## src/rtl/icb_sram_pkg.sv

```systemverilog
// -----------------------------------------------------------------------------
// icb_sram_pkg
// Shared definitions for the ICB-to-SRAM controller:
//   - state encoding (enum typedef plus legacy 2-bit localparam constants)
//   - SRAM data width and byte-enable width
//   - byte_merge(): combines new write bytes with the old SRAM word
// -----------------------------------------------------------------------------
package icb_sram_pkg;

    localparam int SRAM_DW   = 32;
    localparam int SRAM_BE_W = 4;

    typedef enum logic [1:0] {
        IDLE   = 2'd0,
        RD     = 2'd1,
        RMW_RD = 2'd2,
        RMW_WR = 2'd3
    } icb_sram_state_e;

    localparam logic [1:0] ST_IDLE   = IDLE;
    localparam logic [1:0] ST_RD     = RD;
    localparam logic [1:0] ST_RMW_RD = RMW_RD;
    localparam logic [1:0] ST_RMW_WR = RMW_WR;

    // Byte i comes from new_word when mask[i] is set, otherwise from old_word.
    function automatic logic [SRAM_DW-1:0] byte_merge(
        input logic [SRAM_DW-1:0]   new_word,
        input logic [SRAM_DW-1:0]   old_word,
        input logic [SRAM_BE_W-1:0] mask
    );
        logic [SRAM_DW-1:0] merged;
        merged = old_word;
        for (int i = 0; i < SRAM_BE_W; i++) begin
            if (mask[i]) begin
                merged[8*i +: 8] = new_word[8*i +: 8];
            end else begin
                merged[8*i +: 8] = old_word[8*i +: 8];
            end
        end
        return merged;
    endfunction

endpackage

```

## src/rtl/icb_sram_rsp_reg.sv

```systemverilog
// -----------------------------------------------------------------------------
// icb_sram_rsp_reg
// ICB response holding register. A load captures err/rdata and raises
// rsp_valid; a handshake (valid & ready) without a load drops rsp_valid.
// The stored values stay stable while valid & !ready.
// Ports:
//   clk, rst            clock, synchronous active-high reset
//   load                capture a new response this edge
//   load_err/load_rdata values to capture
//   rsp_ready           response accepted by the initiator
//   rsp_valid/err/rdata registered response outputs
// -----------------------------------------------------------------------------
module icb_sram_rsp_reg
    import icb_sram_pkg::*;
(
    input  logic               clk,
    input  logic               rst,
    input  logic               load,
    input  logic               load_err,
    input  logic [SRAM_DW-1:0] load_rdata,
    input  logic               rsp_ready,
    output logic               rsp_valid,
    output logic               rsp_err,
    output logic [SRAM_DW-1:0] rsp_rdata
);

    // Response register: load has priority so an overlapping handshake and
    // new response leave the new one valid.
    always_ff @(posedge clk) begin
        if (rst) begin
            rsp_valid <= 1'b0;
            rsp_err   <= 1'b0;
            rsp_rdata <= {SRAM_DW{1'b0}};
        end else if (load) begin
            rsp_valid <= 1'b1;
            rsp_err   <= load_err;
            rsp_rdata <= load_rdata;
        end else if (rsp_valid && rsp_ready) begin
            rsp_valid <= 1'b0;
        end
    end

endmodule

```

## src/rtl/icb_sram_ctrl.sv

```systemverilog
// -----------------------------------------------------------------------------
// icb_sram_ctrl
// ICB-lite target driving one 2**SRAM_AW x 32 synchronous SRAM with separate
// read/write ports and no byte enables. One transaction outstanding at a time.
// Optional feature macro: ICB_SRAM_RMW_EN
//   defined   : partial-mask writes use read-modify-write (RMW_RD/RMW_WR)
//   undefined : partial-mask writes return err=1 without touching the SRAM
// Ports:
//   clk, rst                    clock, synchronous active-high reset
//   icb_cmd_*                   ICB command channel (valid/ready/addr/read/
//                               wdata/wmask)
//   icb_rsp_*                   ICB response channel (valid/ready/rdata/err)
//   sram_csbn, sram_wsbn        active-low chip select / write select
//   sram_waddr/wdata, raddr     SRAM write and read ports
//   sram_rdata                  SRAM read data, valid the cycle after csbn=0
// -----------------------------------------------------------------------------
module icb_sram_ctrl
    import icb_sram_pkg::*;
#(
    parameter int SRAM_AW = 13,
    parameter int ICB_AW  = 32
) (
    input  logic                 clk,
    input  logic                 rst,
    input  logic                 icb_cmd_valid,
    output logic                 icb_cmd_ready,
    input  logic [ICB_AW-1:0]    icb_cmd_addr,
    input  logic                 icb_cmd_read,
    input  logic [SRAM_DW-1:0]   icb_cmd_wdata,
    input  logic [SRAM_BE_W-1:0] icb_cmd_wmask,
    output logic                 icb_rsp_valid,
    input  logic                 icb_rsp_ready,
    output logic [SRAM_DW-1:0]   icb_rsp_rdata,
    output logic                 icb_rsp_err,
    output logic                 sram_csbn,
    output logic                 sram_wsbn,
    output logic [SRAM_AW-1:0]   sram_waddr,
    output logic [SRAM_DW-1:0]   sram_wdata,
    output logic [SRAM_AW-1:0]   sram_raddr,
    input  logic [SRAM_DW-1:0]   sram_rdata
);

    logic [1:0]         state_r;
    logic [1:0]         state_nxt_s;
    logic               accept_s;
    logic               err_s;
    logic               wr_full_s;
    logic               wr_part_s;
    logic [SRAM_AW-1:0] word_s;
    logic               load_s;
    logic               load_err_s;
    logic [SRAM_DW-1:0] load_rdata_s;
    logic               addr_unused_s;

    // Upper address bits are decoded by the fabric, not here.
    assign word_s        = icb_cmd_addr[SRAM_AW+1:2];
    assign addr_unused_s = ^{icb_cmd_addr[ICB_AW-1:SRAM_AW+2]};

    assign icb_cmd_ready = !rst && (state_r == ST_IDLE) &&
                           (!icb_rsp_valid || icb_rsp_ready);
    assign accept_s      = icb_cmd_valid && icb_cmd_ready;
    assign wr_full_s     = !icb_cmd_read && (icb_cmd_wmask == 4'hF);
    assign wr_part_s     = !icb_cmd_read && (icb_cmd_wmask != 4'hF) &&
                           (icb_cmd_wmask != 4'h0);

`ifdef ICB_SRAM_RMW_EN
    assign err_s = (icb_cmd_addr[1:0] != 2'b00) ||
                   (!icb_cmd_read && (icb_cmd_wmask == 4'h0));

    logic [SRAM_AW-1:0]   rmw_addr_r;
    logic [SRAM_DW-1:0]   rmw_wdata_r;
    logic [SRAM_BE_W-1:0] rmw_mask_r;
    logic [SRAM_DW-1:0]   rmw_merged_r;

    // RMW context: capture the command on accept, merge once the old word
    // arrives (SRAM output is only guaranteed valid in RMW_RD).
    always_ff @(posedge clk) begin
        if (rst) begin
            rmw_addr_r   <= {SRAM_AW{1'b0}};
            rmw_wdata_r  <= {SRAM_DW{1'b0}};
            rmw_mask_r   <= {SRAM_BE_W{1'b0}};
            rmw_merged_r <= {SRAM_DW{1'b0}};
        end else if (accept_s && wr_part_s && !err_s) begin
            rmw_addr_r  <= word_s;
            rmw_wdata_r <= icb_cmd_wdata;
            rmw_mask_r  <= icb_cmd_wmask;
        end else if (state_r == ST_RMW_RD) begin
            rmw_merged_r <= byte_merge(rmw_wdata_r, sram_rdata, rmw_mask_r);
        end
    end
`else
    assign err_s = (icb_cmd_addr[1:0] != 2'b00) ||
                   (!icb_cmd_read && (icb_cmd_wmask == 4'h0)) ||
                   wr_part_s;
`endif

    // State register.
    always_ff @(posedge clk) begin
        if (rst) begin
            state_r <= ST_IDLE;
        end else begin
            state_r <= state_nxt_s;
        end
    end

    // Next state, SRAM strobes and response load request.
    always_comb begin
        state_nxt_s  = state_r;
        sram_csbn    = 1'b1;
        sram_wsbn    = 1'b1;
        sram_waddr   = word_s;
        sram_raddr   = word_s;
        sram_wdata   = icb_cmd_wdata;
        load_s       = 1'b0;
        load_err_s   = 1'b0;
        load_rdata_s = {SRAM_DW{1'b0}};
        case (state_r)
            ST_IDLE: begin
                if (accept_s) begin
                    if (err_s) begin
                        load_s      = 1'b1;
                        load_err_s  = 1'b1;
                        state_nxt_s = ST_IDLE;
                    end else if (icb_cmd_read) begin
                        sram_csbn   = 1'b0;
                        state_nxt_s = ST_RD;
                    end else if (wr_full_s) begin
                        sram_csbn   = 1'b0;
                        sram_wsbn   = 1'b0;
                        load_s      = 1'b1;
                        state_nxt_s = ST_IDLE;
                    end else begin
`ifdef ICB_SRAM_RMW_EN
                        sram_csbn   = 1'b0;
                        state_nxt_s = ST_RMW_RD;
`else
                        state_nxt_s = ST_IDLE;
`endif
                    end
                end else begin
                    state_nxt_s = ST_IDLE;
                end
            end
            ST_RD: begin
                load_s       = 1'b1;
                load_rdata_s = sram_rdata;
                state_nxt_s  = ST_IDLE;
            end
`ifdef ICB_SRAM_RMW_EN
            ST_RMW_RD: begin
                state_nxt_s = ST_RMW_WR;
            end
            ST_RMW_WR: begin
                // A reset landing here must not commit the merged word.
                sram_csbn   = rst;
                sram_wsbn   = rst;
                sram_waddr  = rmw_addr_r;
                sram_raddr  = rmw_addr_r;
                sram_wdata  = rmw_merged_r;
                load_s      = 1'b1;
                state_nxt_s = ST_IDLE;
            end
`endif
            default: begin
                state_nxt_s = ST_IDLE;
            end
        endcase
    end

    icb_sram_rsp_reg u_rsp_reg (
        .clk        (clk),
        .rst        (rst),
        .load       (load_s),
        .load_err   (load_err_s),
        .load_rdata (load_rdata_s),
        .rsp_ready  (icb_rsp_ready),
        .rsp_valid  (icb_rsp_valid),
        .rsp_err    (icb_rsp_err),
        .rsp_rdata  (icb_rsp_rdata)
    );

endmodule

```

## config.mk

```make
export PLATFORM = sky130hd
export DESIGN_NAME = icb_sram_ctrl
export DESIGN_NICKNAME = d
export VERILOG_FILES = /design/src/rtl/icb_sram_pkg.sv /design/src/rtl/icb_sram_rsp_reg.sv /design/src/rtl/icb_sram_ctrl.sv
export SDC_FILE = /design/constraint.sdc
export NUM_CORES = 1
export LEC_CHECK = 0
export CAP_MARGIN = 20
export CORE_ASPECT_RATIO = 0.7
export CORE_MARGIN = 3
export CORE_UTILIZATION = 27
export DETAILED_ROUTE_END_ITERATION = 10
export PLACE_DENSITY = 0.81
export SYNTH_ARGS = -nofsm -noshare
export SYNTH_HDL_FRONTEND = slang
export SYNTH_SLANG_ARGS = --single-unit
```

## constraint.sdc

```tcl
create_clock -name clk -period 1.2 [get_ports clk]
set_input_delay 0.18 -clock clk [delete_from_list [all_inputs] [get_ports clk]]
set_output_delay 0.18 -clock clk [all_outputs]
set_load 0.1 [all_outputs]
```

# Yosys cells after proc, flatten, opt, wreduce, memory -nomap -nowiden
# Index checks and enable logic that the tools add are counted.
# totals
output_inout_bits	95
word_cells	50
register_bits	36
inputBits	105
# classes
n_reduce_logical	20
bitwise	2
n_eq_ne	3
muxes	21
# op_table
op	count
$mux W32	1
$mux W1	19
$logic_and A1 B1 Y1	8
$eq A4 B4 Y1 const B	1
$logic_not A4 Y1	1
$ne A4 B4 Y1 const B	1
$reduce_bool A2 Y1	2
$reduce_bool A4 Y1	1
$reduce_or A4 Y1	1
$logic_not A1 Y1	3
$logic_or A1 B1 Y1	3
$eq A2 B1 Y1 const B	1
$logic_not A2 Y1	1
$not A1 Y1	2
$pmux W1 S2	1

# Longest topological paths before layout
# depth
depth_word	8
ltp_mapped	6
mapped_depth_nobuf	3

# Hierarchy
# Synthesis repeated with hierarchy kept, for this count alone.
# unflattened
hier_cells	219
hier_area_um2	2009.4
# by_module_without_submodules
mod	cells_per_inst	n_inst	seq_area_each_um2	area_each_um2
icb_sram_rsp_reg	111	1	680.7	1238.7
icb_sram_ctrl	108	1	20.0	770.7

# Worst setup path after synthesis
# No wires, ideal clock.
# synth_timing
path_kind	register to output
start	reg u_rsp_reg.rsp_valid
end	out icb_cmd_ready
stages_incl_launch_ff	3
n_path_buf	0
required_time_ns	1.020
setup_slack_ns	-1.939
arrival_ns	2.959
path_cell_list	dfxtp_1 nor2b_1 nor3_1
# synth_between
elab_chain_len	3
# synth_rtl
element	line	source
from (decl)	icb_sram_rsp_reg.sv:22	output logic rsp_valid,
from (signal assigned)	icb_sram_rsp_reg.sv:31	rsp_valid <= 1'b0;
from (signal assigned)	icb_sram_rsp_reg.sv:35	rsp_valid <= 1'b1;
from (signal assigned)	icb_sram_rsp_reg.sv:39	rsp_valid <= 1'b0;
$logic_not A1 Y1	icb_sram_ctrl.sv:60	(!icb_rsp_valid || icb_rsp_ready);
$logic_or A1 B1 Y1	icb_sram_ctrl.sv:60	
$logic_and A1 B1 Y1	icb_sram_ctrl.sv:59	assign icb_cmd_ready = !rst && (state_r == ST_IDLE) &&
to (decl)	icb_sram_ctrl.sv:26	output logic icb_cmd_ready,
# Every way passes these cells.

# Worst setup path after layout
# layout_timing
start	reg state_r[0]
end	out sram_csbn
# layout_between
elab_chain_len	6
# layout_rtl
element	line	source
from (decl)	icb_sram_ctrl.sv:43	logic [1:0] state_r;
from (signal assigned)	icb_sram_ctrl.sv:102	state_r <= state_nxt_s;
$logic_not A2 Y1 (*)	icb_sram_ctrl.sv:59, icb_sram_ctrl.sv:117	
$logic_and A1 B1 Y1 (2 in series)	icb_sram_ctrl.sv:59	
$logic_and A1 B1 Y1	icb_sram_ctrl.sv:61	assign accept_s = icb_cmd_valid && icb_cmd_ready;
$mux W1	icb_sram_ctrl.sv:119	if (accept_s) begin
$mux W1 (*)	icb_sram_ctrl.sv:117	case (state_r)
to (decl)	icb_sram_ctrl.sv:35	output logic sram_csbn,
# Mark *: on every way between the ends. The rest lies on a longest branch, timed or not.

==> impl_metrics.xml <==
<?xml version="1.0" encoding="UTF-8"?>
<metrics>
  <group name="status">
    <metric name="run_status" unit="">finished with violations</metric>
    <metric name="violations" unit="">negative setup slack</metric>
  </group>
  <group name="critical_path">
    <metric name="kind_of_cell_adding_the_most_delay_to_the_critical_path" unit="">flip-flops</metric>
    <metric name="critical_path.max_stage_delay" unit="ns">0.34</metric>
    <metric name="critical_path_class" unit="">register to output pin</metric>
    <metric name="worst-r2r-cell-count" unit="">6</metric>
    <metric name="worstPathCellList" unit="">nor2_4 -&gt; buf_6 -&gt; and3_4 -&gt; o211ai_1 -&gt; clkbuf_16</metric>
    <metric name="crit_path_end_kind" unit="">output pin</metric>
    <metric name="timing.critical_path.from_type" unit="">register</metric>
    <metric name="required" unit="ns">1.02</metric>
    <metric name="cp_max_fo" unit="">3</metric>
    <metric name="arrival" unit="ns">1.37</metric>
    <metric name="timing.critical_path.buf_inv" unit="">2</metric>
    <metric name="worst-path-stages" unit="">5</metric>
    <metric name="critPathSlowestCell" unit="">sky130_fd_sc_hd__dfxtp_2</metric>
  </group>
  <group name="power_and_ir_drop">
    <metric name="switching_share" unit="%">26.53</metric>
    <metric name="static-leakage-power" unit="nW">1.271</metric>
    <metric name="internal_power" unit="W">0.002014</metric>
    <metric name="share_seq_of_total_power" unit="%">43.8</metric>
    <metric name="switching_power" unit="W">0.0007273</metric>
    <metric name="ir_worst_vdd" unit="V">0.0003996</metric>
    <metric name="power_frac_clock" unit="%">33.7</metric>
    <metric name="comb_power_share" unit="%">22.5</metric>
    <metric name="power_per_cell_area" unit="nW/um^2">838.1</metric>
  </group>
  <group name="placement">
    <metric name="detailedPlacementHpwl" unit="mm">3.773</metric>
    <metric name="place_area" unit="um^2">2984</metric>
    <metric name="gp_congestion" unit="">0.7028</metric>
    <metric name="buffer_ports.inserted" unit="">79</metric>
    <metric name="place_inst" unit="">345</metric>
  </group>
  <group name="clock_network">
    <metric name="cts.htree.levels" unit="">2</metric>
    <metric name="cts_num_sinks" unit="">35</metric>
    <metric name="max-clock-path-buffers" unit="">2</metric>
    <metric name="insertion_delay_to_the_later_sink_of_the_worst_skew_pair" unit="ns">0.27</metric>
    <metric name="cts_buffers" unit="">5</metric>
    <metric name="cts.hold.buffers_added" unit="">0</metric>
    <metric name="worst_setup_hold_path_clk_slew" unit="ns">0.07</metric>
    <metric name="root_buffer" unit="">sky130_fd_sc_hd__clkbuf_8</metric>
    <metric name="tritoncts" unit="">yes</metric>
  </group>
  <group name="grt">
    <metric name="grt-ovfl-total" unit="">0</metric>
    <metric name="grt_use_total" unit="%">12.06</metric>
    <metric name="number_of_global_route_vias_before_repair" unit="">1731</metric>
    <metric name="grt_antenna_before_repair" unit="">0</metric>
    <metric name="first_pass_grt_wire_length" unit="mm">8.162</metric>
    <metric name="grt_start_max_net_pins" unit="">27</metric>
  </group>
  <group name="die">
    <metric name="die_y" unit="um">77.50</metric>
    <metric name="ioPinCount" unit="">200</metric>
    <metric name="rows" unit="">25</metric>
    <metric name="start_util" unit="%">28.52</metric>
    <metric name="core_region_area" unit="um^2">6913</metric>
    <metric name="floorplan.die.width" unit="um">108.1</metric>
    <metric name="floorplan.die_area" unit="um^2">8381</metric>
  </group>
  <group name="min_path">
    <metric name="hold_depth" unit="">0</metric>
    <metric name="worst_min_delay_path_class" unit="">input port to output pin</metric>
  </group>
  <group name="finish">
    <metric name="fin_util" unit="%">47.31</metric>
    <metric name="area_growth" unit="%">65.86</metric>
    <metric name="antenna-diode-count" unit="">0</metric>
    <metric name="drive_gt1_share" unit="%">49.81</metric>
    <metric name="finalInstanceArea" unit="um^2">3271</metric>
    <metric name="nNetsFinal" unit="">371</metric>
    <metric name="post_layout_nonfiller_instances" unit="">361</metric>
  </group>
  <group name="logic_synthesis">
    <metric name="synth_seq_cells" unit="">35</metric>
    <metric name="synth_async_sr_flop_share" unit="%">0</metric>
    <metric name="mappedNetlistNets" unit="">333</metric>
    <metric name="post_synthesis_instance_area" unit="um^2">1972</metric>
    <metric name="average_size_of_a_mapped_cell" unit="um^2">8.649</metric>
    <metric name="yosys_warnings" unit="">0</metric>
    <metric name="ys_top_cells_by_area" unit="">sky130_fd_sc_hd__dfxtp_1 (36%), sky130_fd_sc_hd__buf_4 (22%), sky130_fd_sc_hd__o41ai_2 (8.2%)</metric>
    <metric name="synth_enable_flop_cells" unit="">0</metric>
    <metric name="ys_dominant_reg_cell" unit="">sky130_fd_sc_hd__dfxtp_1</metric>
    <metric name="synthesized_netlist_cell_count" unit="">228</metric>
    <metric name="netlist_top_cells_count" unit="">sky130_fd_sc_hd__buf_4 (58), sky130_fd_sc_hd__dfxtp_1 (35), sky130_fd_sc_hd__nand2_1 (32), sky130_fd_sc_hd__nand3b_1 (20), sky130_fd_sc_hd__o22ai_1 (20)</metric>
    <metric name="yosys.area.top_type_share" unit="%">35.53</metric>
    <metric name="netlist-cell-type-count" unit="">26</metric>
    <metric name="synth.most_common_cell" unit="">sky130_fd_sc_hd__buf_4</metric>
    <metric name="synth.largest_area_cell" unit="">sky130_fd_sc_hd__dfxtp_1</metric>
    <metric name="sequential_share_of_the_synthesized_area" unit="%">35.53</metric>
  </group>
  <group name="timing">
    <metric name="worst_skew" unit="ns">0.001844</metric>
    <metric name="timing.final.crit_share" unit="%">129.2</metric>
    <metric name="setup_repair_after_global_routing_missed_its_margin" unit="">true</metric>
    <metric name="final_period_minus_worst_setup_slack" unit="ns">1.550</metric>
    <metric name="maxSlewViolCount" unit="">0</metric>
    <metric name="number_of_hold_slack_violations_in_the_final_timing_report" unit="">0</metric>
    <metric name="slew_headroom" unit="%">76.93</metric>
    <metric name="maxClockFrequency" unit="MHz">645.1</metric>
    <metric name="worst_pin_slew" unit="ns">0.3460</metric>
    <metric name="timing.final.setup_violations" unit="">34</metric>
    <metric name="finalWorstSetupSlack" unit="ns">-0.3502</metric>
  </group>
  <group name="drt">
    <metric name="route.detailed.wl_per_inst" unit="um">14.59</metric>
    <metric name="detailroute.via_count" unit="">1649</metric>
    <metric name="drtAntennaViolNets" unit="">0</metric>
    <metric name="dr_pass1_iterations" unit="">4</metric>
    <metric name="drc" unit="">0</metric>
    <metric name="drt-initial-drc-count" unit="">50</metric>
    <metric name="via_per_inst" unit="">4.568</metric>
    <metric name="aggregate_routed_wire_length" unit="mm">5.268</metric>
  </group>
  <group name="flow_run">
    <metric name="maxCapViolCount" unit="">0</metric>
  </group>
</metrics>
worst reg2reg max path: cells and delay by family (launching register included):
| family | cells | cell delay, ns |
|---|---|---|
| simple gates | 2 | 0.42 |
| buf+inv | 3 | 0.37 |
| flops | 1 | 0.34 |
| compound gates | 1 | 0.06 |
registers in the layout (all words and copies together), names as in the netlist:
register	cells
state_r	1
u_rsp_reg.rsp_err	1
u_rsp_reg.rsp_rdata	32
u_rsp_reg.rsp_valid	1
routing by layer:
metal	wire, um	vias up	global-route usage [%]
li1	-	791	-
met2	2587	73	20.22
met4	28	0	2.522
met3	532	6	6.151
met1	2120	779	13.77
met5	0	-	0
worst paths after layout:
kind / startpoint / endpoint / slack [ns]
max: state_r[0]$_SDFF_PP0_ / sram_csbn / -0.35
min: icb_cmd_wdata[13] / sram_wdata[13] / 0.36
max reg2reg: state_r[0]$_SDFF_PP0_ / u_rsp_reg.rsp_rdata[11]$_SDFFE_PP0P_ / -0.10
min reg2reg: u_rsp_reg.rsp_rdata[25]$_SDFFE_PP0P_ / u_rsp_reg.rsp_rdata[25]$_SDFFE_PP0P_ / 0.49
cells by family (layout without fill, tap and decap cells):
kind of cell | after synthesis | in the layout | synth area share, %
buffers and inverters | 89 | 128 | 28.87
AND/OR/NAND/NOR | 68 | 68 | 18.59
AO/OA/AOI/OAI | 36 | 36 | 17.01
flip-flops | 35 | 35 | 35.53
stage by stage:
stage          setup WS, ns  power (W)  TNS, ns  hold WS (ns)
4_1_cts             -0.3509   0.002738   -3.176        0.3607
6_report            -0.3502   0.002741   -3.417        0.3600
3_5_place_dp        -0.5280   0.001793   -16.84        0.3607
3_3_place_gp        -0.4966   0.001784   -15.72        0.3607
5_1_grt             -0.4117   0.002874   -5.065        0.3602
2_1_floorplan       -0.7794   0.002406   -2.034        0.2831
final cells by class:
class | instances | area [um^2]
Tap cell | 94 | 117.6
Timing Repair Buffer | 106 | 1443
Fill cell | 638 | 3642
Multi-Input combinational cell | 104 | 808.3
Sequential cell | 35 | 749.5
Inverter | 14 | 52.55
Clock buffer | 8 | 100.1
cells in the final DEF, fill, tap and decap left out:
cell type	Yosys	final
sky130_fd_sc_hd__inv_1	14	14
sky130_fd_sc_hd__nor4_1	1	1
sky130_fd_sc_hd__dfxtp_4	0	2
sky130_fd_sc_hd__nor3b_2	0	1
sky130_fd_sc_hd__nor2_2	0	1
sky130_fd_sc_hd__clkdlybuf4s50_1	0	33
sky130_fd_sc_hd__nor2b_1	2	1
sky130_fd_sc_hd__buf_2	2	1
sky130_fd_sc_hd__buf_6	2	5
sky130_fd_sc_hd__and3_4	0	1
sky130_fd_sc_hd__dlygate4sd2_1	0	4
sky130_fd_sc_hd__o22ai_2	0	4
sky130_fd_sc_hd__nand2_1	32	32
sky130_fd_sc_hd__nand4_1	1	1
sky130_fd_sc_hd__nand3_4	0	1
sky130_fd_sc_hd__o31a_1	1	1
sky130_fd_sc_hd__dlymetal6s2s_1	0	4
sky130_fd_sc_hd__clkbuf_8	0	7
sky130_fd_sc_hd__o211ai_1	1	1
sky130_fd_sc_hd__o41ai_2	10	12
sky130_fd_sc_hd__o22ai_1	20	16
sky130_fd_sc_hd__clkbuf_16	0	2
sky130_fd_sc_hd__or3b_1	1	1
sky130_fd_sc_hd__a31oi_1	1	1
sky130_fd_sc_hd__and3_1	2	1
sky130_fd_sc_hd__nor3_4	0	1
sky130_fd_sc_hd__a211oi_1	1	1
sky130_fd_sc_hd__nand3b_1	20	20
sky130_fd_sc_hd__and4_4	1	1
sky130_fd_sc_hd__clkbuf_1	13	1
sky130_fd_sc_hd__buf_4	58	18
sky130_fd_sc_hd__nor2_1	4	1
sky130_fd_sc_hd__buf_12	0	39
sky130_fd_sc_hd__dfxtp_2	0	33
sky130_fd_sc_hd__nor2b_4	0	1
sky130_fd_sc_hd__nand2b_4	0	1
sky130_fd_sc_hd__nor2_4	0	2
power groups by stage:
stage / clock network (W) / registers, W / logic [W]
after floorplan: 0 / 0.00134 / 0.00106
after global placement: 0 / 0.00123 / 0.000558
after detailed placement: 0 / 0.00123 / 0.000566
after CTS: 0.000965 / 0.00120 / 0.000573
after global routing: 0.00102 / 0.00120 / 0.000648
final: 0.000923 / 0.00120 / 0.000618
repair_timing:
action / CTS / global route
resized for setup: 9 / 18
pin swaps: 3 / 5
endpoints found under the setup margin: 36 / 37
gates cloned: 0 / 1
buffers inserted: 2 / 5
(Power assumes the default switching activity.)
